--- src/rtl/game_master.sv ---
// game_master: runs one falling-block game, offering LFSR pieces to a placement client
// and forwarding the chosen move to a placement engine; tracks board and statistics.
// Outputs are registered; the client has TIMEOUT_CYCLES to answer, the engine has no limit.
module game_master #(
  parameter int TIMEOUT_CYCLES = 1024,
  parameter int MAX_PIECES     = 0
) (
  input  logic         clk,
  input  logic         rst_n,
  input  logic         start,
  input  logic [15:0]  seed,
  output logic         req_to_client,
  output logic [3:0]   cur_block,
  output logic [199:0] cur_board,
  input  logic         resp_from_client,
  input  logic [3:0]   opt_col,
  input  logic [1:0]   opt_rotation,
  output logic         apply_req,
  output logic [3:0]   apply_block,
  output logic [3:0]   apply_col,
  output logic [1:0]   apply_rot,
  input  logic         apply_done,
  input  logic         apply_valid,
  input  logic [199:0] apply_board,
  input  logic [2:0]   apply_lines,
  output logic         busy,
  output logic         game_over,
  output logic         timeout_err,
  output logic [15:0]  piece_count,
  output logic [15:0]  lines_total
);

  // The wait counter runs 0..TIMEOUT_CYCLES-1; the last value is the final cycle a response may land.
  localparam int                CNT_W       = (TIMEOUT_CYCLES > 1) ? $clog2(TIMEOUT_CYCLES) : 1;
  localparam logic [CNT_W-1:0]  CNT_LAST    = CNT_W'(TIMEOUT_CYCLES - 1);
  localparam logic [15:0]       PIECE_LIMIT = 16'(MAX_PIECES);

  typedef enum logic [2:0] {
    S_IDLE, S_GEN, S_REQ, S_WAIT_RESP, S_APPLY, S_WAIT_APPLY, S_CHECK, S_DONE
  } state_t;

  state_t           state;
  logic [15:0]      lfsr;
  logic [15:0]      lfsr_next;
  logic [16:0]      lines_sum;
  logic [CNT_W-1:0] wait_cnt;

  // Next LFSR value (taps 16,14,13,11) and the widened line sum used for saturation.
  always_comb begin
    lfsr_next = {lfsr[14:0], lfsr[15] ^ lfsr[13] ^ lfsr[12] ^ lfsr[10]};
    lines_sum = {1'b0, lines_total} + {14'd0, apply_lines};
  end

  // Game sequencer: every output is a register updated alongside the state.
  always_ff @(posedge clk or negedge rst_n) begin
    if (!rst_n) begin
      state         <= S_IDLE;
      lfsr          <= '0;
      wait_cnt      <= '0;
      req_to_client <= 1'b0;
      cur_block     <= '0;
      cur_board     <= '0;
      apply_req     <= 1'b0;
      apply_block   <= '0;
      apply_col     <= '0;
      apply_rot     <= '0;
      busy          <= 1'b0;
      game_over     <= 1'b0;
      timeout_err   <= 1'b0;
      piece_count   <= '0;
      lines_total   <= '0;
    end else begin
      case (state)
        S_IDLE, S_DONE: begin
          if (start) begin
            state       <= S_GEN;
            busy        <= 1'b1;
            cur_board   <= '0;
            piece_count <= '0;
            lines_total <= '0;
            game_over   <= 1'b0;
            timeout_err <= 1'b0;
            lfsr        <= (seed == 16'h0000) ? 16'hACE1 : seed;
          end
        end
        S_GEN: begin
          // A candidate of 7 is not a valid piece; keep stepping until one is.
          lfsr <= lfsr_next;
          if (lfsr_next[2:0] != 3'd7) begin
            cur_block     <= {1'b0, lfsr_next[2:0]};
            req_to_client <= 1'b1;
            state         <= S_REQ;
          end
        end
        S_REQ: begin
          req_to_client <= 1'b0;
          wait_cnt      <= '0;
          state         <= S_WAIT_RESP;
        end
        S_WAIT_RESP: begin
          // A response on the limit cycle takes priority over the timeout.
          if (resp_from_client) begin
            apply_col   <= opt_col;
            apply_rot   <= opt_rotation;
            apply_block <= cur_block;
            state       <= S_APPLY;
          end else if (wait_cnt == CNT_LAST) begin
            timeout_err <= 1'b1;
            busy        <= 1'b0;
            state       <= S_DONE;
          end else begin
            wait_cnt <= wait_cnt + 1'b1;
          end
        end
        S_APPLY: begin
          apply_req <= 1'b1;
          state     <= S_WAIT_APPLY;
        end
        S_WAIT_APPLY: begin
          if (apply_done) begin
            apply_req <= 1'b0;
            if (!apply_valid) begin
              game_over <= 1'b1;
              busy      <= 1'b0;
              state     <= S_DONE;
            end else begin
              cur_board   <= apply_board;
              piece_count <= (piece_count == 16'hFFFF) ? 16'hFFFF : piece_count + 16'd1;
              lines_total <= lines_sum[16] ? 16'hFFFF : lines_sum[15:0];
              state       <= S_CHECK;
            end
          end
        end
        S_CHECK: begin
          // Anything left in the top row means the stack has topped out.
          if (|cur_board[9:0]) begin
            game_over <= 1'b1;
            busy      <= 1'b0;
            state     <= S_DONE;
          end else if ((MAX_PIECES != 0) && (piece_count == PIECE_LIMIT)) begin
            busy  <= 1'b0;
            state <= S_DONE;
          end else begin
            state <= S_GEN;
          end
        end
        default: state <= S_IDLE;
      endcase
    end
  end

endmodule

--- config.mk ---
export PLATFORM = sky130hd
export DESIGN_NAME = game_master
export DESIGN_NICKNAME = d
export VERILOG_FILES = /design/src/rtl/game_master.sv
export SDC_FILE = /design/constraint.sdc
export NUM_CORES = 1
export LEC_CHECK = 0
export ABC_CLOCK_PERIOD_IN_PS = 1900
export BUFFER_PORTS_ARGS = -buffer_cell sky130_fd_sc_hd__buf_2
export CORE_AREA = 2 2 188 190
export CTS_BUF_LIST = sky130_fd_sc_hd__clkbuf_4 sky130_fd_sc_hd__clkbuf_8
export CTS_CLUSTER_DIAMETER = 150
export DETAILED_ROUTE_END_ITERATION = 16
export DIE_AREA = 0 0 190 192
export PLACE_DENSITY_LB_ADDON = 0.3
export SLEW_MARGIN = 10
export SYNTH_ARGS = -nofsm -noshare
export SYNTH_HDL_FRONTEND = slang
export SYNTH_SLANG_ARGS = --single-unit
--- constraint.sdc ---
create_clock -name clk -period 1.9 [get_ports clk]
set_input_delay 0.57 -clock clk [delete_from_list [all_inputs] [get_ports clk]]
set_output_delay 0.57 -clock clk [all_outputs]
set_load 0.02 [all_outputs]
==> flow_summary.toml, run 1 <==
[clock_network]
clock-sinks = 278
clock_tree_from_tritoncts = "built"
cts_made_buffers = 50
clockRootBuffer = "sky130_fd_sc_hd__clkbuf_8"
clock_path_buffers = 3
htree_levels = 2
worst_setup_hold_path_clk_slew_ps = 60
clk-insertion-delay-late_ps = 610

[run]
drv_cap = 0

[critical_path]
start_kind = "register"
timing.setup.critical_path_class = "register to register"
critPathTopFamily = "adder cells"
timing.critical_path.required_ps = 2380
setup.reg_to_reg.worst_slack_ps = 20
critical_path.endpoint_type = "register"
critical_path_buf_inv_count = 0
slowest_delay_ps = 410
path_cells = "ha_4 -> fa_2 -> a21oi_4 -> nor3_4 -> and3_4 -> nor4_2 -> a211oi_1"
peak_fanout_along_the_critical_path = 9
timing.critical_path.arrival_ps = 2350
cpMaxStageDelayCell = "sky130_fd_sc_hd__dfrtp_1"

[placement]
hpwl_um = 28450
placement.setup.worst_slack_ps = -339.0
i_o_buffers = 479
place.gp.congestion = 0.8422

[timing]
final.min_clock_period_ps = 1875
setup_violations = 0
report.final.hold_viol_count = 0
clock-skew-final_ps = 21.50
period_share_pct = 98.69
timing.final.max_slew_violations = 0
max_freq_mhz = 533.3
fin_tns_setup_ps = 0
final_critical_path_setup_slack_ps = 24.84
rsz0062_at_grt = "yes"

[synthesis]
yosys_warnings = 0
synth.cell_area_um2 = 12040
avgSynthCellArea_um2 = 9.102
synth_edf_count = 0
synthCells = 1323
ys_seq_elements = 278
share_of_the_yosys_chip_area_belonging_to_registers_pct = 57.77
ys_async_sr_fraction_pct = 100.0
synth-main-ff-cell = "sky130_fd_sc_hd__dfrtp_1"
synthDistinctLibCells = 65

[routing]
via_count = 11619
viasPerCell = 4.911
first_iter_violations = 551
routed_wire_per_std_cell_um = 16.47
remaining_drc_errors = 0
firstDrtPassIters = 5
routed_wirelength_um = 38980
postRouteAntennaNets = 0

[power]
p_comb_share_pct = 45.3
p_int_uw = 16680
lkg_pwr_uw = 0.009559
netSwitchingFraction_pct = 43.07
seq_power_share_pct = 33.0
power.density_cell_area_nw_per_um2 = 1714
ir_worst_vdd_uv = 1258
switchingPower_uw = 12620
clkPwrFrac_pct = 21.7

[global_routing]
maximum_number_of_pins_on_one_net_before_global_route_repair = 75
grtUsageTotal_pct = 20.89
globalRouteOverflowTotal = 0
grt_first_pass_wirelength_um = 60640
first_global_vias = 11218
initial_antenna_violation_count = 4

[finish]
layout-drive-gt1-share_pct = 38.69
fin_util_pct = 49.86
final_net_count = 2110
area_growth_pct = 41.98

[floorplan]
placement_rows = 68
ioPinCount = 482
die_area_um2 = 36480
core_area_um2 = 34290
die_h_um = 192
die_x_um = 190
initial_utilization_pct = 35.12

[hold_path]
min_path_type = "input pin to register"

[status]
outcome = "complete, no violations"
tightest hold or removal path, stage by stage:
cell                      delay [ps]
sky130_fd_sc_hd__buf_2            80
sky130_fd_sc_hd__nand3_1          50
sky130_fd_sc_hd__nand2_1          60
cells in the mapped netlist, types with 4 or more instances:
library cell	count	area [µm²]
sky130_fd_sc_hd__nand2_1	449	1685
sky130_fd_sc_hd__dfrtp_1	278	6957
sky130_fd_sc_hd__nand3_1	222	1111
sky130_fd_sc_hd__clkbuf_1	43	161.4
sky130_fd_sc_hd__o21ai_0	35	175.2
sky130_fd_sc_hd__nor2_1	32	120.1
sky130_fd_sc_hd__a21oi_1	26	130.1
sky130_fd_sc_hd__buf_2	26	130.1
sky130_fd_sc_hd__nor3_1	22	110.1
sky130_fd_sc_hd__buf_4	16	120.1
sky130_fd_sc_hd__a31oi_1	15	93.84
sky130_fd_sc_hd__inv_1	15	56.30
sky130_fd_sc_hd__a211oi_1	12	90.09
sky130_fd_sc_hd__nand4_1	10	62.56
sky130_fd_sc_hd__nor4_1	10	62.56
sky130_fd_sc_hd__and3_1	9	56.30
sky130_fd_sc_hd__mux2_2	9	101.4
sky130_fd_sc_hd__xor2_1	8	70.07
sky130_fd_sc_hd__a22oi_1	7	52.55
sky130_fd_sc_hd__a22o_1	6	52.55
sky130_fd_sc_hd__ha_1	5	62.56
sky130_fd_sc_hd__nor2b_1	5	31.28
sky130_fd_sc_hd__and4_1	4	35.03
sky130_fd_sc_hd__o22a_1	4	35.03
layer usage:
layer,up-vias,wire (µm),track usage [%]
met2,457,19070,34.17
met4,4,888,7.871
li1,5583,-,-
met3,62,3163,5.719
met1,5513,15820,26.43
met5,-,27,0
power by group through the flow:
stage,registers (µW),clock network [µW],logic (µW)
6_report,9660,6360,13300
4_1_cts,9640,6580,13300
3_3_place_gp,9610,0,13000
3_5_place_dp,9660,0,13200
5_1_grt,9960,6840,14500
2_1_floorplan,12200,0,5140
repair_timing:
action	CTS	global route
setup buffers	6	7
setup endpoints to repair	29	90
hold buffers	1	0
pin swaps	1	6
resized for setup	41	32
endpoints found under the hold margin	33	0
layout make-up:
type                    count  area (µm²)
clock inverters            10       152.6
clock buffers              79       987.2
flip-flops and latches    278        6977
inverters                  16       63.81
repair buffers            584        3555
well taps                 455       569.3
multi-input cells         943        4790
fillers                  3272       17190
diodes                      1       2.502
registers in the layout, summed over array words and instances, names as in the netlist:
name,flops
apply_col,4
busy,1
cur_block,3
piece_count,16
cur_board,200
state,3
lines_total,16
lfsr,16
game_over,1
apply_req,1
req_to_client,1
timeout_err,1
apply_rot,2
wait_cnt,10
apply_block,3
through the flow:
stage,total power [µW],cell area [µm²],hold WS [ps],std cells
2_1_floorplan,17380,12100,274.4,1324
3_3_place_gp,22610,15640,444.4,2266
3_5_place_dp,22850,15640,449.6,2266
4_1_cts,29520,16920,110.1,2358
5_1_grt,31320,17100,132.1,2366
6_report,29300,17100,175.4,2366
path summary, 6_finish.rpt:
check,cells past startpoint,from,endpoint
worst min-delay path,3,apply_board[64],cur_board[64]
worst max register to register,7,lines_total[0],lines_total[11]
min in group asynchronous,2,rst_n,apply_col[0]
worst min register to register,2,cur_board[10],cur_board[10]
worst max-delay path,7,lines_total[0],lines_total[11]
max in group asynchronous,3,rst_n,lines_total[3]
layout by cell type (no fill, tap or decap), types with 5 or more instances in the layout:
master                     instances
sky130_fd_sc_hd__inv_1            15
sky130_fd_sc_hd__clkinv_2          5
sky130_fd_sc_hd__mux2_2            9
sky130_fd_sc_hd__a22o_1            6
sky130_fd_sc_hd__xor2_1            8
sky130_fd_sc_hd__nand2_1         449
sky130_fd_sc_hd__a211oi_1         10
sky130_fd_sc_hd__dfrtp_1         262
sky130_fd_sc_hd__a31oi_1          15
sky130_fd_sc_hd__buf_4            83
sky130_fd_sc_hd__clkbuf_8         63
sky130_fd_sc_hd__clkbuf_4         17
sky130_fd_sc_hd__nor2_1           29
sky130_fd_sc_hd__nand3_1         220
sky130_fd_sc_hd__a22oi_1           7
sky130_fd_sc_hd__nand4_1          10
sky130_fd_sc_hd__nor4_1            9
sky130_fd_sc_hd__nor3_1           19
sky130_fd_sc_hd__dfrtp_2          16
sky130_fd_sc_hd__and3_1            8
sky130_fd_sc_hd__o21ai_0          31
sky130_fd_sc_hd__buf_6            17
sky130_fd_sc_hd__buf_2           461
sky130_fd_sc_hd__a21oi_1          25
sky130_fd_sc_hd__buf_12           20
kinds of logic (layout without fill, tap and decap cells):
family / count (synthesis) / in the layout / share of synthesized area, %
AND/OR/NAND/NOR: 789 / 789 / 29.13
flip-flops: 278 / 278 / 57.77
AO/OA/AOI/OAI: 126 / 126 / 6.754
buffers and inverters: 103 / 689 / 3.980
XOR/XNOR: 10 / 10 / 0.7274
multiplexers: 10 / 10 / 0.9248
adder cells (fa/ha/maj): 6 / 6 / 0.6858
other: 1 / 3 / 0.03114
Power figures use the tool's default switching activity.
==> inputs of run 2 (changes only) <==
--- a/constraint.sdc
+++ b/constraint.sdc
@@ -3,2 +3,2 @@
 set_output_delay 0.57 -clock clk [all_outputs]
-set_load 0.02 [all_outputs]
+set_load 0.01 [all_outputs]
==> flow_summary.toml, run 2 (synthesis results as in run 1) <==
[hold_path]
worstHoldStart = "apply_board[108]"
hold-path-endpoint = "cur_board[108]"
min_path_type = "input pin to register"
holdPathStages = 3

[placement]
placed_cell_area_um2 = 15790
dp_cells = 2274
i_o_buffers = 479
placement.setup.worst_slack_ps = -373.9
place.gp.congestion = 0.8385
hpwl_um = 28240

[routing]
routed_wire_per_std_cell_um = 16.50
wl_met2_um = 19050
routed_wirelength_um = 39080
met3_length_um = 2926
first_iter_violations = 539
via_count = 11651
remaining_drc_errors = 0
firstDrtPassIters = 5
top_signal_layer_used = "met5"
postRouteAntennaNets = 0
viasPerCell = 4.918
met1_length_um = 15880

[timing]
hold-worst-slack_ps = 184.7
max_freq_mhz = 539.9
final_critical_path_setup_slack_ps = 47.67
clock-skew-final_ps = 15.19
period_share_pct = 97.49
rsz0062_at_grt = "yes"
worst_slew_margin_rel_pct = 64.37
setup_violations = 0
worstMarginPinSlew_ps = 529.6
final.min_clock_period_ps = 1852
timing.final.max_slew_violations = 0
report.final.hold_viol_count = 0

[critical_path]
path_cells = "ha_2 -> a21oi_4 -> nor3_4 -> buf_6 -> nand3_4 -> buf_4 -> a311oi_1"
slowest_delay_ps = 390
setup.reg_to_reg.worst_slack_ps = 50
worstRegToRegCells = 7
critical_path.endpoint_type = "register"
critical_path_buf_inv_count = 2
timing.critical_path.required_ps = 2390
start_kind = "register"
timing.rr.start = "lines_total[2]"
crit-reg2reg-capture = "lines_total[4]"
critPathTopFamily = "flip-flops"
cp_num_cells = 7
cpMaxStageDelayCell = "sky130_fd_sc_hd__dfrtp_1"
timing.critical_path.arrival_ps = 2340
peak_fanout_along_the_critical_path = 5
timing.setup.critical_path_class = "register to register"

[floorplan]
core_area_um2 = 34290
placement_rows = 68
die_area_um2 = 36480
die_x_um = 190
die_h_um = 192
initial_utilization_pct = 35.12
ioPinCount = 482

[finish]
most_frequent_standard_cell_in_the_layout_excluding_fill_and_tap_cells = "sky130_fd_sc_hd__buf_2"
antennaDiodeCount = 0
layout-drive-gt1-share_pct = 38.30
largest_register_ff_count = 200
layout.cells.most_common_list = "473 x sky130_fd_sc_hd__buf_2, 448 x sky130_fd_sc_hd__nand2_1, 272 x sky130_fd_sc_hd__dfrtp_1"
area_growth_pct = 41.98
largest-register = "cur_board"
stdcell_count = 2369
final_net_count = 2112
fin_area_um2 = 17100
layout.filler_cells = 3266

[global_routing]
first_global_vias = 11516
initial_antenna_violation_count = 6
maximum_number_of_pins_on_one_net_before_global_route_repair = 74
grt_first_pass_wirelength_um = 61330
globalRouteOverflowTotal = 0
grtUsageTotal_pct = 20.96

[power]
lkg_pwr_uw = 0.009604
total_power_uw = 27690
netSwitchingFraction_pct = 39.92
p_int_uw = 16630
ir_worst_vdd_uv = 898.8
power.density_cell_area_nw_per_um2 = 1619
seq_power_share_pct = 34.8
clkPwrFrac_pct = 22.0
switchingPower_uw = 11050
p_comb_share_pct = 43.2

[clock_network]
clockRootBuffer = "sky130_fd_sc_hd__clkbuf_8"
htree_levels = 2
cts_made_buffers = 50
clock-sinks = 278
clock_tree_from_tritoncts = "built"
clock_path_buffers = 3
worst_setup_hold_path_clk_slew_ps = 60
clk-insertion-delay-late_ps = 600

[run]
drv_cap = 0

[status]
outcome = "complete, no violations"
## run 2: cell types whose count changed in the layout (fill, tap and decap cells not counted), sizes merged
| cell | change |
|---|---|
| diode | -1 |
| buf | +3 |
| clkinv | +3 |
| inv | +2 |
| clkinvlp | -2 |
| bufinv | -2 |
## run 2: stage by stage
step	setup TNS [ps]	util, %
5_1_grt	-68.16	49.86
6_report	0	49.86
4_1_cts	-16.95	49.39
3_5_place_dp	-5864	46.06
2_1_floorplan	-696.5	-
3_3_place_gp	-4229	46.06
## run 2: power groups by stage
stage | sequential (µW) | clock (µW) | combinational (µW)
after global routing | 9940 | 6570 | 13200
after floorplan | 10600 | 0 | 5140
after global placement | 9580 | 0 | 11800
after CTS | 9620 | 6330 | 12000
after detailed placement | 9650 | 0 | 11900
final | 9630 | 6100 | 12000
## run 2: repair_timing
| item | in CTS | in global routing |
|---|---|---|
| gates resized for setup | 12 | 38 |
| pin swaps | 1 | 8 |
| hold endpoints to repair | 31 | 0 |
| hold buffers | 1 | 0 |
| buffers inserted | 3 | 5 |
| setup endpoints to repair | 17 | 42 |
## run 2: worst max path at each step
stage,from,to
after detailed placement,apply_lines[0],lines_total[1]
after global placement,apply_lines[0],lines_total[3]
after global routing,lines_total[2],lines_total[4]
after CTS,lines_total[0],lines_total[0]
after floorplan,apply_lines[0],lines_total[11]
final,lines_total[2],lines_total[4]
## run 2: area by class of cell
class	instances	area [µm²]	share of cell area, %
clock buffer	80	988.4	5.782
timing repair buffer	586	3610	21.11
sequential	278	6964	40.73
tap	455	569.3	3.330
inverter	16	60.06	0.3513
multi-input combinational	943	4792	28.03
clock inverter	11	112.6	0.6587
## run 2: tightest hold or removal path, delay by kind of cell
| family | cells | cell delay, ps |
|---|---|---|
| buffers and inverters | 1 | 70 |
| and+or+nand+nor | 2 | 110 |
## run 2: routing by layer
| metal | track usage [%] | up-vias |
|---|---|---|
| met5 | 0 | - |
| met4 | 8.080 | 12 |
| met3 | 5.682 | 88 |
| met2 | 34.87 | 425 |
| met1 | 26.01 | 5545 |
| li1 | - | 5581 |
